File: src/rtl/ib_pkg.sv
// Shared types, table sizing and the counter-step rule for the input-buffer command scheduler.
package ib_pkg;

  localparam int unsigned TOKEN_TABLE_ENTRY   = 32;
  localparam int unsigned PROGRAM_TABLE_ENTRY = 32;
  localparam int unsigned MAX_COUNTER_VALUE   = 32;
  localparam int unsigned MAX_CHANNEL_NUM     = 128;

  localparam int unsigned TID_W = $clog2(TOKEN_TABLE_ENTRY);
  localparam int unsigned PID_W = $clog2(PROGRAM_TABLE_ENTRY);
  localparam int unsigned CW    = $clog2(MAX_COUNTER_VALUE);
  localparam int unsigned CHW   = $clog2(MAX_CHANNEL_NUM);

  typedef logic [TID_W-1:0] tid_t;
  typedef logic [PID_W-1:0] pid_t;
  typedef logic [CW-1:0]    cnt_t;
  typedef logic [CHW-1:0]   chn_t;

  // Per-entry payload; valid and counters live in the counter table.
  typedef struct packed {
    pid_t dst;
    chn_t chn;
  } token_entry_t;

  typedef struct packed {
    logic [7:0] picsize;
    logic [3:0] mode;
    logic       padding;
  } prog_entry_t;

  typedef enum logic [1:0] {StIdle, StTok, StProg, StCmd} state_e;

  typedef struct packed {
    logic fire;
    cnt_t live;
  } cnt_step_t;

  // A live value of zero fires and reloads; anything else counts up towards zero.
  function automatic cnt_step_t cnt_step(cnt_t live, cnt_t reload);
    cnt_step_t s;
    s.fire = (live == '0);
    s.live = s.fire ? reload : live + cnt_t'(1);
    return s;
  endfunction

endpackage

File: src/rtl/ib_cmd_scheduler_if.sv
// Packet-done event and inbuf command handshakes of the command scheduler.
interface ib_cmd_scheduler_if;
  import ib_pkg::*;

  logic        pkt_done_vld_i;
  tid_t        pkt_done_token_i;
  logic        pkt_done_rdy_o;
  logic        cmd_vld_o;
  logic        cmd_rdy_i;
  pid_t        cmd_program_o;
  logic [7:0]  cmd_pic_size_o;
  logic [3:0]  cmd_mode_o;
  logic        cmd_padding_o;
  logic        err_unconfig_o;

  modport master (
    output pkt_done_vld_i, pkt_done_token_i, cmd_rdy_i,
    input  pkt_done_rdy_o, cmd_vld_o, cmd_program_o, cmd_pic_size_o, cmd_mode_o,
           cmd_padding_o, err_unconfig_o
  );

  modport slave (
    input  pkt_done_vld_i, pkt_done_token_i, cmd_rdy_i,
    output pkt_done_rdy_o, cmd_vld_o, cmd_program_o, cmd_pic_size_o, cmd_mode_o,
           cmd_padding_o, err_unconfig_o
  );
endinterface

File: src/rtl/ib_sched_counter_table.sv
// Table of period counters with payload: cfg load port, one update port, combinational fire.
module ib_sched_counter_table
  import ib_pkg::*;
#(
  parameter int unsigned Entries = 32,
  parameter int unsigned DataW   = 1,
  localparam int unsigned IdW    = $clog2(Entries)
) (
  input  logic             clk_i,
  input  logic             rst_i,
  input  logic             cfg_we,
  input  logic [IdW-1:0]   cfg_id,
  input  cnt_t             cfg_load,
  input  cnt_t             cfg_reload,
  input  logic [DataW-1:0] cfg_data,
  input  logic [IdW-1:0]   id,
  input  logic             upd,
  output logic             valid,
  output logic             fire,
  output logic [DataW-1:0] data
);

  logic [Entries-1:0] valid_q;
  cnt_t               live_q   [Entries];
  cnt_t               reload_q [Entries];
  logic [DataW-1:0]   data_q   [Entries];
  cnt_step_t          step;

  assign step  = cnt_step(live_q[id], reload_q[id]);
  assign valid = valid_q[id];
  assign fire  = step.fire;
  assign data  = data_q[id];

  // The cfg write comes last so it overrides a same-cycle update of the same entry.
  always_ff @(posedge clk_i) begin
    if (rst_i) begin
      valid_q <= '0;
      for (int i = 0; i < int'(Entries); i++) live_q[i] <= '0;
    end else begin
      if (upd && valid_q[id]) live_q[id] <= step.live;
      if (cfg_we) begin
        valid_q[cfg_id] <= 1'b1;
        live_q[cfg_id]  <= cfg_load;
      end
    end
  end

  always_ff @(posedge clk_i) begin
    if (cfg_we) begin
      reload_q[cfg_id] <= cfg_reload;
      data_q[cfg_id]   <= cfg_data;
    end
  end

endmodule

File: src/rtl/ib_cmd_scheduler.sv
// Input-buffer read-side scheduler: packet events step token counters, token fires step
// program counters, and program fires issue one inbuf command.
module ib_cmd_scheduler
  import ib_pkg::*;
(
  input  logic       clk_i,
  input  logic       rst_i,
  input  logic       cfg_token_we_i,
  input  tid_t       cfg_token_id_i,
  input  cnt_t       cfg_token_counter_i,
  input  pid_t       cfg_token_dst_i,
  input  chn_t       cfg_token_chn_i,
  input  logic       cfg_prog_we_i,
  input  pid_t       cfg_prog_id_i,
  input  cnt_t       cfg_prog_counter_i,
  input  cnt_t       cfg_prog_progress_i,
  input  logic [7:0] cfg_prog_picsize_i,
  input  logic [3:0] cfg_prog_mode_i,
  input  logic       cfg_prog_padding_i,
  ib_cmd_scheduler_if.slave bus
);

  state_e       state_q, state_d;
  tid_t         tok_q;
  pid_t         pid_q;
  pid_t         cmd_pid_q;
  prog_entry_t  cmd_q;
  token_entry_t tok_cfg, tok_rd;
  prog_entry_t  prog_cfg, prog_rd;
  logic         tok_valid, tok_fire, tok_upd;
  logic         prog_valid, prog_fire, prog_upd;
  logic         load_cmd, err;
  logic         unused_chn;

  assign tok_cfg    = '{dst: cfg_token_dst_i, chn: cfg_token_chn_i};
  assign prog_cfg   = '{picsize: cfg_prog_picsize_i, mode: cfg_prog_mode_i,
                        padding: cfg_prog_padding_i};
  assign unused_chn = ^tok_rd.chn;

  ib_sched_counter_table #(
    .Entries(TOKEN_TABLE_ENTRY),
    .DataW  ($bits(token_entry_t))
  ) u_token_table (
    .clk_i     (clk_i),
    .rst_i     (rst_i),
    .cfg_we    (cfg_token_we_i),
    .cfg_id    (cfg_token_id_i),
    .cfg_load  (cfg_token_counter_i),
    .cfg_reload(cfg_token_counter_i),
    .cfg_data  (tok_cfg),
    .id        (tok_q),
    .upd       (tok_upd),
    .valid     (tok_valid),
    .fire      (tok_fire),
    .data      (tok_rd)
  );

  ib_sched_counter_table #(
    .Entries(PROGRAM_TABLE_ENTRY),
    .DataW  ($bits(prog_entry_t))
  ) u_prog_table (
    .clk_i     (clk_i),
    .rst_i     (rst_i),
    .cfg_we    (cfg_prog_we_i),
    .cfg_id    (cfg_prog_id_i),
    .cfg_load  (cfg_prog_counter_i),
    .cfg_reload(cfg_prog_progress_i),
    .cfg_data  (prog_cfg),
    .id        (pid_q),
    .upd       (prog_upd),
    .valid     (prog_valid),
    .fire      (prog_fire),
    .data      (prog_rd)
  );

  always_comb begin
    state_d  = state_q;
    tok_upd  = 1'b0;
    prog_upd = 1'b0;
    load_cmd = 1'b0;
    err      = 1'b0;
    case (state_q)
      StIdle: if (bus.pkt_done_vld_i) state_d = StTok;
      StTok: begin
        if (!tok_valid) begin
          err     = 1'b1;
          state_d = StIdle;
        end else begin
          tok_upd = 1'b1;
          state_d = tok_fire ? StProg : StIdle;
        end
      end
      StProg: begin
        if (!prog_valid) begin
          err     = 1'b1;
          state_d = StIdle;
        end else begin
          prog_upd = 1'b1;
          load_cmd = prog_fire;
          state_d  = prog_fire ? StCmd : StIdle;
        end
      end
      StCmd: if (bus.cmd_rdy_i) state_d = StIdle;
      default: state_d = StIdle;
    endcase
  end

  always_ff @(posedge clk_i) begin
    if (rst_i) begin
      state_q   <= StIdle;
      tok_q     <= '0;
      pid_q     <= '0;
      cmd_pid_q <= '0;
      cmd_q     <= '0;
    end else begin
      state_q <= state_d;
      if (state_q == StIdle && bus.pkt_done_vld_i) tok_q <= bus.pkt_done_token_i;
      if (tok_upd && tok_fire) pid_q <= tok_rd.dst;
      if (load_cmd) begin
        cmd_pid_q <= pid_q;
        cmd_q     <= prog_rd;
      end
    end
  end

  // Handshake outputs are forced low while reset is held.
  assign bus.pkt_done_rdy_o = (state_q == StIdle) && !rst_i;
  assign bus.cmd_vld_o      = (state_q == StCmd) && !rst_i;
  assign bus.err_unconfig_o = err && !rst_i;
  assign bus.cmd_program_o  = cmd_pid_q;
  assign bus.cmd_pic_size_o = cmd_q.picsize;
  assign bus.cmd_mode_o     = cmd_q.mode;
  assign bus.cmd_padding_o  = cmd_q.padding;

endmodule

File: src/flat_wrapper.sv
// flat-port wrapper written by rule: the top's interface ports become plain ports
module ib_cmd_scheduler_flat import ib_pkg::*;
  (clk_i, rst_i, cfg_token_we_i, cfg_token_id_i, cfg_token_counter_i, cfg_token_dst_i, cfg_token_chn_i, cfg_prog_we_i, cfg_prog_id_i, cfg_prog_counter_i, cfg_prog_progress_i, cfg_prog_picsize_i, cfg_prog_mode_i, cfg_prog_padding_i, bus_pkt_done_vld_i, bus_pkt_done_token_i, bus_cmd_rdy_i, bus_pkt_done_rdy_o, bus_cmd_vld_o, bus_cmd_program_o, bus_cmd_pic_size_o, bus_cmd_mode_o, bus_cmd_padding_o, bus_err_unconfig_o);
  ib_cmd_scheduler_if bus_i ();
  input  logic clk_i;
  input  logic rst_i;
  input  logic cfg_token_we_i;
  input  tid_t cfg_token_id_i;
  input  cnt_t cfg_token_counter_i;
  input  pid_t cfg_token_dst_i;
  input  chn_t cfg_token_chn_i;
  input  logic cfg_prog_we_i;
  input  pid_t cfg_prog_id_i;
  input  cnt_t cfg_prog_counter_i;
  input  cnt_t cfg_prog_progress_i;
  input  logic [7:0] cfg_prog_picsize_i;
  input  logic [3:0] cfg_prog_mode_i;
  input  logic cfg_prog_padding_i;
  input wire logic [$bits(bus_i.pkt_done_vld_i)-1:0] bus_pkt_done_vld_i;
  input wire logic [$bits(bus_i.pkt_done_token_i)-1:0] bus_pkt_done_token_i;
  input wire logic [$bits(bus_i.cmd_rdy_i)-1:0] bus_cmd_rdy_i;
  output wire logic [$bits(bus_i.pkt_done_rdy_o)-1:0] bus_pkt_done_rdy_o;
  output wire logic [$bits(bus_i.cmd_vld_o)-1:0] bus_cmd_vld_o;
  output wire logic [$bits(bus_i.cmd_program_o)-1:0] bus_cmd_program_o;
  output wire logic [$bits(bus_i.cmd_pic_size_o)-1:0] bus_cmd_pic_size_o;
  output wire logic [$bits(bus_i.cmd_mode_o)-1:0] bus_cmd_mode_o;
  output wire logic [$bits(bus_i.cmd_padding_o)-1:0] bus_cmd_padding_o;
  output wire logic [$bits(bus_i.err_unconfig_o)-1:0] bus_err_unconfig_o;
  assign bus_i.pkt_done_vld_i = bus_pkt_done_vld_i;
  assign bus_i.pkt_done_token_i = bus_pkt_done_token_i;
  assign bus_i.cmd_rdy_i = bus_cmd_rdy_i;
  assign bus_pkt_done_rdy_o = bus_i.pkt_done_rdy_o;
  assign bus_cmd_vld_o = bus_i.cmd_vld_o;
  assign bus_cmd_program_o = bus_i.cmd_program_o;
  assign bus_cmd_pic_size_o = bus_i.cmd_pic_size_o;
  assign bus_cmd_mode_o = bus_i.cmd_mode_o;
  assign bus_cmd_padding_o = bus_i.cmd_padding_o;
  assign bus_err_unconfig_o = bus_i.err_unconfig_o;
  ib_cmd_scheduler u_core (.clk_i(clk_i), .rst_i(rst_i), .cfg_token_we_i(cfg_token_we_i), .cfg_token_id_i(cfg_token_id_i), .cfg_token_counter_i(cfg_token_counter_i), .cfg_token_dst_i(cfg_token_dst_i), .cfg_token_chn_i(cfg_token_chn_i), .cfg_prog_we_i(cfg_prog_we_i), .cfg_prog_id_i(cfg_prog_id_i), .cfg_prog_counter_i(cfg_prog_counter_i), .cfg_prog_progress_i(cfg_prog_progress_i), .cfg_prog_picsize_i(cfg_prog_picsize_i), .cfg_prog_mode_i(cfg_prog_mode_i), .cfg_prog_padding_i(cfg_prog_padding_i), .bus(bus_i));
endmodule
File: config.mk
export PLATFORM = sky130hd
export DESIGN_NAME = ib_cmd_scheduler_flat
export DESIGN_NICKNAME = d
export VERILOG_FILES = /design/src/rtl/ib_pkg.sv /design/src/rtl/ib_cmd_scheduler_if.sv /design/src/rtl/ib_sched_counter_table.sv /design/src/rtl/ib_cmd_scheduler.sv /design/src/flat_wrapper.sv
export SDC_FILE = /design/constraint.sdc
export NUM_CORES = 2
export LEC_CHECK = 0
export CORE_MARGIN = 5
export CORE_UTILIZATION = 50
export CTS_BUF_LIST = sky130_fd_sc_hd__clkbuf_8
export CTS_CLUSTER_DIAMETER = 50
export DETAILED_ROUTE_END_ITERATION = 6
export GPL_ROUTABILITY_DRIVEN = 1
export MAX_ROUTING_LAYER = met4
export PLACE_DENSITY = 0.66
export SKIP_CTS_REPAIR_TIMING = 1
export SLEW_MARGIN = 20
export SYNTH_ARGS = -nofsm -noshare
export SYNTH_HDL_FRONTEND = slang
export SYNTH_SLANG_ARGS = --single-unit
export TNS_END_PERCENT = 5
File: constraint.sdc
create_clock -name clk_i -period 4.25 [get_ports clk_i]
set_clock_uncertainty 0.1 [all_clocks]
set_input_delay 0.85 -clock clk_i [delete_from_list [all_inputs] [get_ports clk_i]]
set_output_delay 0.85 -clock clk_i [all_outputs]
set_load 0.1 [all_outputs]
After elaboration in Yosys (flattened, before gate mapping)
Memory sizes are Yosys's and may differ from the RTL's. A register that Yosys moved wholly into a read port is not among the register bits.
Index checks and enable logic that the tools add are counted.
Widths: inputs -> output; s select.

storage, ports and cells
  bits in latches = 0
  memories = 6
  bits of input ports = 61
  register bits after elaboration = 76
  RAM bits = 1440
  logic and storage cells = 102
  memory bits (read-only) = 0

cells by class
  multiply operators = 0
  bitwise gates (word level) = 2
  magnitude comparators = 6
  equality and inequality tests = 5
  muxes and demuxes = 58
  div/mod/pow operators = 0
  shift operators = 0
  $add $sub $neg = 2
  reductions and logical operators = 18

memories
  memory                         depth  bits a word  read ports  clocked after Yosys merged registers in  write ports  RTL line                      source
  u_core.u_prog_table.data_q     32     13           1           1                                        1            ib_sched_counter_table.sv:26  logic [DataW-1:0] data_q [Entries];
  u_core.u_token_table.data_q    32     12           1           1                                        1            ib_sched_counter_table.sv:26
  u_core.u_prog_table.live_q     32     5            1           0                                        32           ib_sched_counter_table.sv:24  cnt_t live_q [Entries];
  u_core.u_prog_table.reload_q   32     5            1           0                                        1            ib_sched_counter_table.sv:25  cnt_t reload_q [Entries];
  u_core.u_token_table.live_q    32     5            1           1                                        32           ib_sched_counter_table.sv:24
  u_core.u_token_table.reload_q  32     5            1           1                                        1            ib_sched_counter_table.sv:25

operator list
  cell                 number
  $mux 5               14
  $or 32x32->32        2
  $mux 1               32
  $lt 5x6->1 const B   4
  $reduce_or 5->1      4
  $mux 2               6
  $add 5x1->5 const B  2
  $bmux 1 s5           2
  $demux 1 s5          2
  $ge 5x1->1 const B   2
  $logic_not 5->1      2
  $logic_and 1x1->1    9
  $pmux 2 s4           1
  $eq 2x2->1 const B   2
  $ne 2x2->1 const B   2
  $eq 2x1->1 const B   1
  $logic_not 2->1      1
  $pmux 1 s2           1
  $reduce_and 2->1     1
  $logic_not 1->1      1

Longest topological paths before layout
  depth after elaboration = 10
  mapped depth = 16
  depth with buffers taken out = 10

Cells and area by module
From an unflattened synthesis, not the netlist that was laid out.

second synthesis, totals
  cells, all modules = 3819
  area total of the unflattened synthesis = 63891.3 um^2

by module, submodules not included
  module                                          area each (um^2)  cells an instance  times used
  ib_sched_counter_table at u_core.u_prog_table   31790.5           1789               1
  ib_sched_counter_table at u_core.u_token_table  30873.4           1883               1
  ib_cmd_scheduler                                1227.4            147                1

Worst setup path before layout
Ideal clock, no wire load.

  kind = input -> output
  start = input rst_i
  end = output bus_cmd_vld_o
  required time = 3.300 ns
  arrival = 2.933 ns
  stages on the path = 5
  slack = 0.367 ns
  path through = clkbuf_1 -> clkbuf_1 -> buf_1 -> buf_1 -> nor2_1

between the ends
  longest elaborated chain between the ends = 2

RTL lines
  item               RTL line                 source
  from (decl)        flat_wrapper.sv:6        input logic rst_i;
  $logic_not 1->1    ib_cmd_scheduler.sv:128  assign bus.cmd_vld_o = (state_q == StCmd) && !rst_i;
  $logic_and 1x1->1  ib_cmd_scheduler.sv:128
  to (decl)          flat_wrapper.sv:23       output wire logic [$bits(bus_i.cmd_vld_o)-1:0] bus_cmd_vld_o;

No other way between the ends.

Worst setup path after layout
  start = register u_core.pid_q[0] (read register of u_core.u_token_table.data_q)
  end = output bus_err_unconfig_o

between the ends
  longest elaborated chain between the ends = 5

RTL lines
  item                          RTL line                      source
  from (decl)                   ib_cmd_scheduler.sv:25        pid_t pid_q;
  $bmux 1 s5                    ib_sched_counter_table.sv:30  assign valid = valid_q[id];
  $mux 1 (not written as such)  ib_sched_counter_table.sv:30
  $mux 1                        ib_cmd_scheduler.sv:94        if (!prog_valid) begin
  $pmux 1 s2                    ib_cmd_scheduler.sv:82        case (state_q)
  $logic_and 1x1->1             ib_cmd_scheduler.sv:129       assign bus.err_unconfig_o = err && !rst_i;
  to (decl)                     flat_wrapper.sv:28            output wire logic [$bits(bus_i.err_unconfig_o)-1:0] bus_err_unconfig_o;

No other way between the ends. The select of a mux whose other input is x is not followed.

==> impl_metrics.py <==
metrics = {
    "floorplan": {
        "core_sq_mm": 0.109,
        "die_h_um": 342,
        "die_x_um": 342,
        "die_area_sq_mm": 0.117,
        "fp-row-count": 121,
        "start_util_pct": 50.5,
        "io_pins": 82,
    },
    "clocking": {
        "clk_latency_ns": 0.90,
        "cts.sink_count": 1315,
        "clk_pin_slew_ns": 0.06,
        "cts_tree": "yes",
        "cts_buffers": 205,
        "root_buffer": "clkbuf_8",
        "ctsHtreeMaxLevel": 4,
        "clock_path_buffers": 3,
    },
    "yosys": {
        "synth_flop_cell": "edfxtp_1",
        "ys_seq_elements": 1315,
        "synth_cell_types": 54,
        "async_reset_ff_share_pct": 0,
        "synth-edff-count": 1216,
        "synth_cells": 3155,
        "ys_seq_area_share_pct": 70.0,
        "syn-num-nets": 3225,
        "ys_warn_count": 0,
        "syn_avg_cell_area_sq_um": 17.4,
        "syn_area_sq_mm": 0.0550,
    },
    "final_layout": {
        "finalNetCount": 3517,
        "instances_no_fill": 5036,
        "final_area_sq_mm": 0.0626,
        "areaGrowthSynthToFinish_pct": 13.9,
        "drive_above_1_share_pct": 26.8,
        "layout.filler_cells": 8130,
    },
    "timing": {
        "max_freq_ghz": 0.236,
        "setup_viol": 0,
        "timing.final.hold_violations": 0,
        "fin_crit_sh_pct": 99.9,
        "slew_headroom_pct": 30.6,
        "tightest_slew_ns": 1.04,
        "rsz0062_at_grt": "yes",
        "fin_crit_ns": 4.24,
        "slew_violations": 0,
        "final.setup.tns_ns": 0,
    },
    "worst_setup_path": {
        "critPathMaxFanout": 12,
        "start_kind": "flip-flop",
        "cp-end-kind": "output pin",
        "crit_type": "reg -> out",
        "worstPathCellList": "buf_12 > buf_6 > mux4_2 > a22oi_1 > and4_4 > nand2_2 > o21ai_2 > and3_4 > buf_12",
        "critPathBufInv": 3,
        "worstPathArrival_ns": 3.29,
        "cp_top_family": "simple AND/OR/NAND/NOR gates",
        "critPathMaxStageDelay_ns": 0.51,
        "required_ns": 3.30,
        "crit_top_cell": "buf_12",
        "crit_slowest_cell": "mux4_2",
    },
    "drt": {
        "drtPass1Iterations": 5,
        "via_count": 32700,
        "wl_per_cell_um": 29.4,
        "routed_via_density": 6.50,
        "routed_wl_um": 148000,
        "final_antenna_net_count": 0,
        "drc": 0,
        "drtIter0Drc": 3727,
    },
    "global_routing": {
        "grt_remaining_overflow": 0,
        "grt_pass1_vias": 33000,
        "grt_max_degree": 89,
        "grt_pass1_wl_um": 218000,
        "antenna_found_initial": 4,
        "track_usage_pct": 26.1,
    },
    "power": {
        "power_density_mw_per_mm2": 420,
        "vdd_drop_max_v": 0.000282,
        "leakage_nw": 20.3,
    },
    "place": {
        "globalplace.congestion": 0.944,
        "place_area_sq_mm": 0.0585,
        "place_inst": 4633,
        "dp_hpwl_um": 90700,
        "io_buffers": 74,
    },
    "job": {
        "drv_cap": 0,
    },
    "hold_path": {
        "hold_class": "in -> reg",
    },
    "status": {
        "status": "finished, final reports clean",
    },
}
sequential cells by signal, summed over array words and instances, names as in the netlist, named ones only:
register	count
u_core.bus.cmd_mode_o	4
u_core.bus.cmd_padding_o	1
u_core.bus.cmd_pic_size_o	8
u_core.bus.cmd_program_o	5
u_core.pid_q	5
u_core.state_q	2
u_core.tok_q	5
u_core.u_prog_table.data_q	416
u_core.u_prog_table.live_q	160
u_core.u_prog_table.reload_q	160
u_core.u_prog_table.valid_q	32
u_core.u_token_table.data_q	160
u_core.u_token_table.live_q	160
u_core.u_token_table.reload_q	160
u_core.u_token_table.valid_q	32
layout by cell type, fill, tap and decap left out, types with 18 or more instances in the layout:
cell type	netlist	routed
or3_1	23	22
buf_4	13	244
clkinv_2	0	21
nand3_1	18	18
edfxtp_1	1216	1216
clkdlybuf4s50_1	0	53
o211a_1	18	18
a221oi_1	19	19
nand3b_1	21	21
o21ai_0	86	85
clkinv_1	0	59
a22oi_1	75	74
inv_1	17	74
nand2_1	100	99
clkbuf_8	0	219
dfxtp_1	99	87
nor2_2	0	33
mux4_2	323	323
nand4_1	30	30
a22o_1	274	274
nor2_1	278	245
nor3_1	122	121
mux2i_1	38	37
area by class of cell:
cell class	instances	area, sq um	area share [%]
Clock buffer	219	3010	4.81
Tap cell	1414	1770	2.82
Inverter	20	75.1	0.120
Sequential cell	1315	38500	61.5
Multi-Input combinational cell	1570	15500	24.8
Antenna cell	4	10.0	0.0160
Timing Repair Buffer	335	2830	4.51
Clock inverter	159	896	1.43
cell usage after synthesis (3+ instances only):
cell type / count / share of area [%]
edfxtp_1: 1216 / 66
mux4_2: 323 / 13
nor2_1: 278 / 1.9
a22o_1: 274 / 4.4
clkbuf_1: 154 / 1.1
nor3_1: 122 / 1.1
nand2_1: 100 / 0.68
dfxtp_1: 99 / 3.6
o21ai_0: 86 / 0.78
a22oi_1: 75 / 1.0
buf_2: 59 / 0.54
mux2i_1: 38 / 0.69
nand4_1: 30 / 0.34
or3_1: 23 / 0.26
nand3b_1: 21 / 0.29
a221oi_1: 19 / 0.30
buf_1: 19 / 0.13
nand3_1: 18 / 0.16
o211a_1: 18 / 0.33
inv_1: 17 / 0.12
o41ai_2: 14 / 0.41
buf_4: 13 / 0.18
o22ai_1: 13 / 0.15
o31ai_1: 13 / 0.18
a21oi_1: 11 / 0.10
o41ai_1: 10 / 0.16
ha_1: 9 / 0.20
or3b_2: 9 / 0.14
nor3b_1: 7 / 0.096
mux2_2: 6 / 0.12
a21o_1: 5 / 0.068
and4_1: 5 / 0.080
buf_6: 5 / 0.10
nor4_1: 5 / 0.057
a31oi_1: 4 / 0.045
and3_1: 4 / 0.045
and3b_1: 4 / 0.064
inv_2: 3 / 0.020
mux2i_4: 3 / 0.12
or2_2: 3 / 0.034
xnor2_1: 3 / 0.048
final timing paths:
| check | startpoint | to | slack, ns | cells past startpoint |
|---|---|---|---|---|
| worst max register to register | u_core.pid_q[0] | u_core.u_prog_table.live_q[18][3] | 0.15 | 15 |
| worst max-delay path | u_core.pid_q[0] | bus_err_unconfig_o | 0.005 | 9 |
| worst min register to register | u_core.u_token_table.valid_q[23] | u_core.u_token_table.valid_q[23] | 0.36 | 1 |
| worst min-delay path | rst_i | u_core.u_token_table.valid_q[5] | 0.23 | 2 |
per-layer routing:
metal	vias to the layer above	part of all wire, %	global-route usage, %
li1	13600	-	-
met5	-	0	-
met1	16800	37	32.9
met3	405	9.3	5.49
met4	0	4.2	10.3
met2	1912	50	41.9
logic make-up after synthesis:
logic type / share of synthesized area (%)
XOR/XNOR: 0.0478
AND/OR/NAND/NOR: 5.43
multiplexers: 14.2
flip-flops: 70.0
adder cells (fa/ha/maj): 0.205
buffers and inverters: 2.13
AO/OA/AOI/OAI: 8.02
metrics by stage:
step	power (W)	utilization, %	hold WS (ns)	setup WS (ns)
after global placement	0.0164	53.7	0.339	0.181
after floorplan	0.0156	-	0.326	0.367
after CTS	0.0265	57.3	0.151	-0.498
final	0.0263	57.5	0.229	0.00515
after detailed placement	0.0164	53.7	0.345	0.190
after global routing	0.0272	57.5	0.166	-0.0750
report_power, final:
part           internal (W)  switching (W)  leakage (nW)
sequential           0.0144       0.000137          12.0
combinational      0.000538        0.00109          6.13
clock               0.00515        0.00495          2.22
No activity file was read; power rests on OpenSTA's default activity.
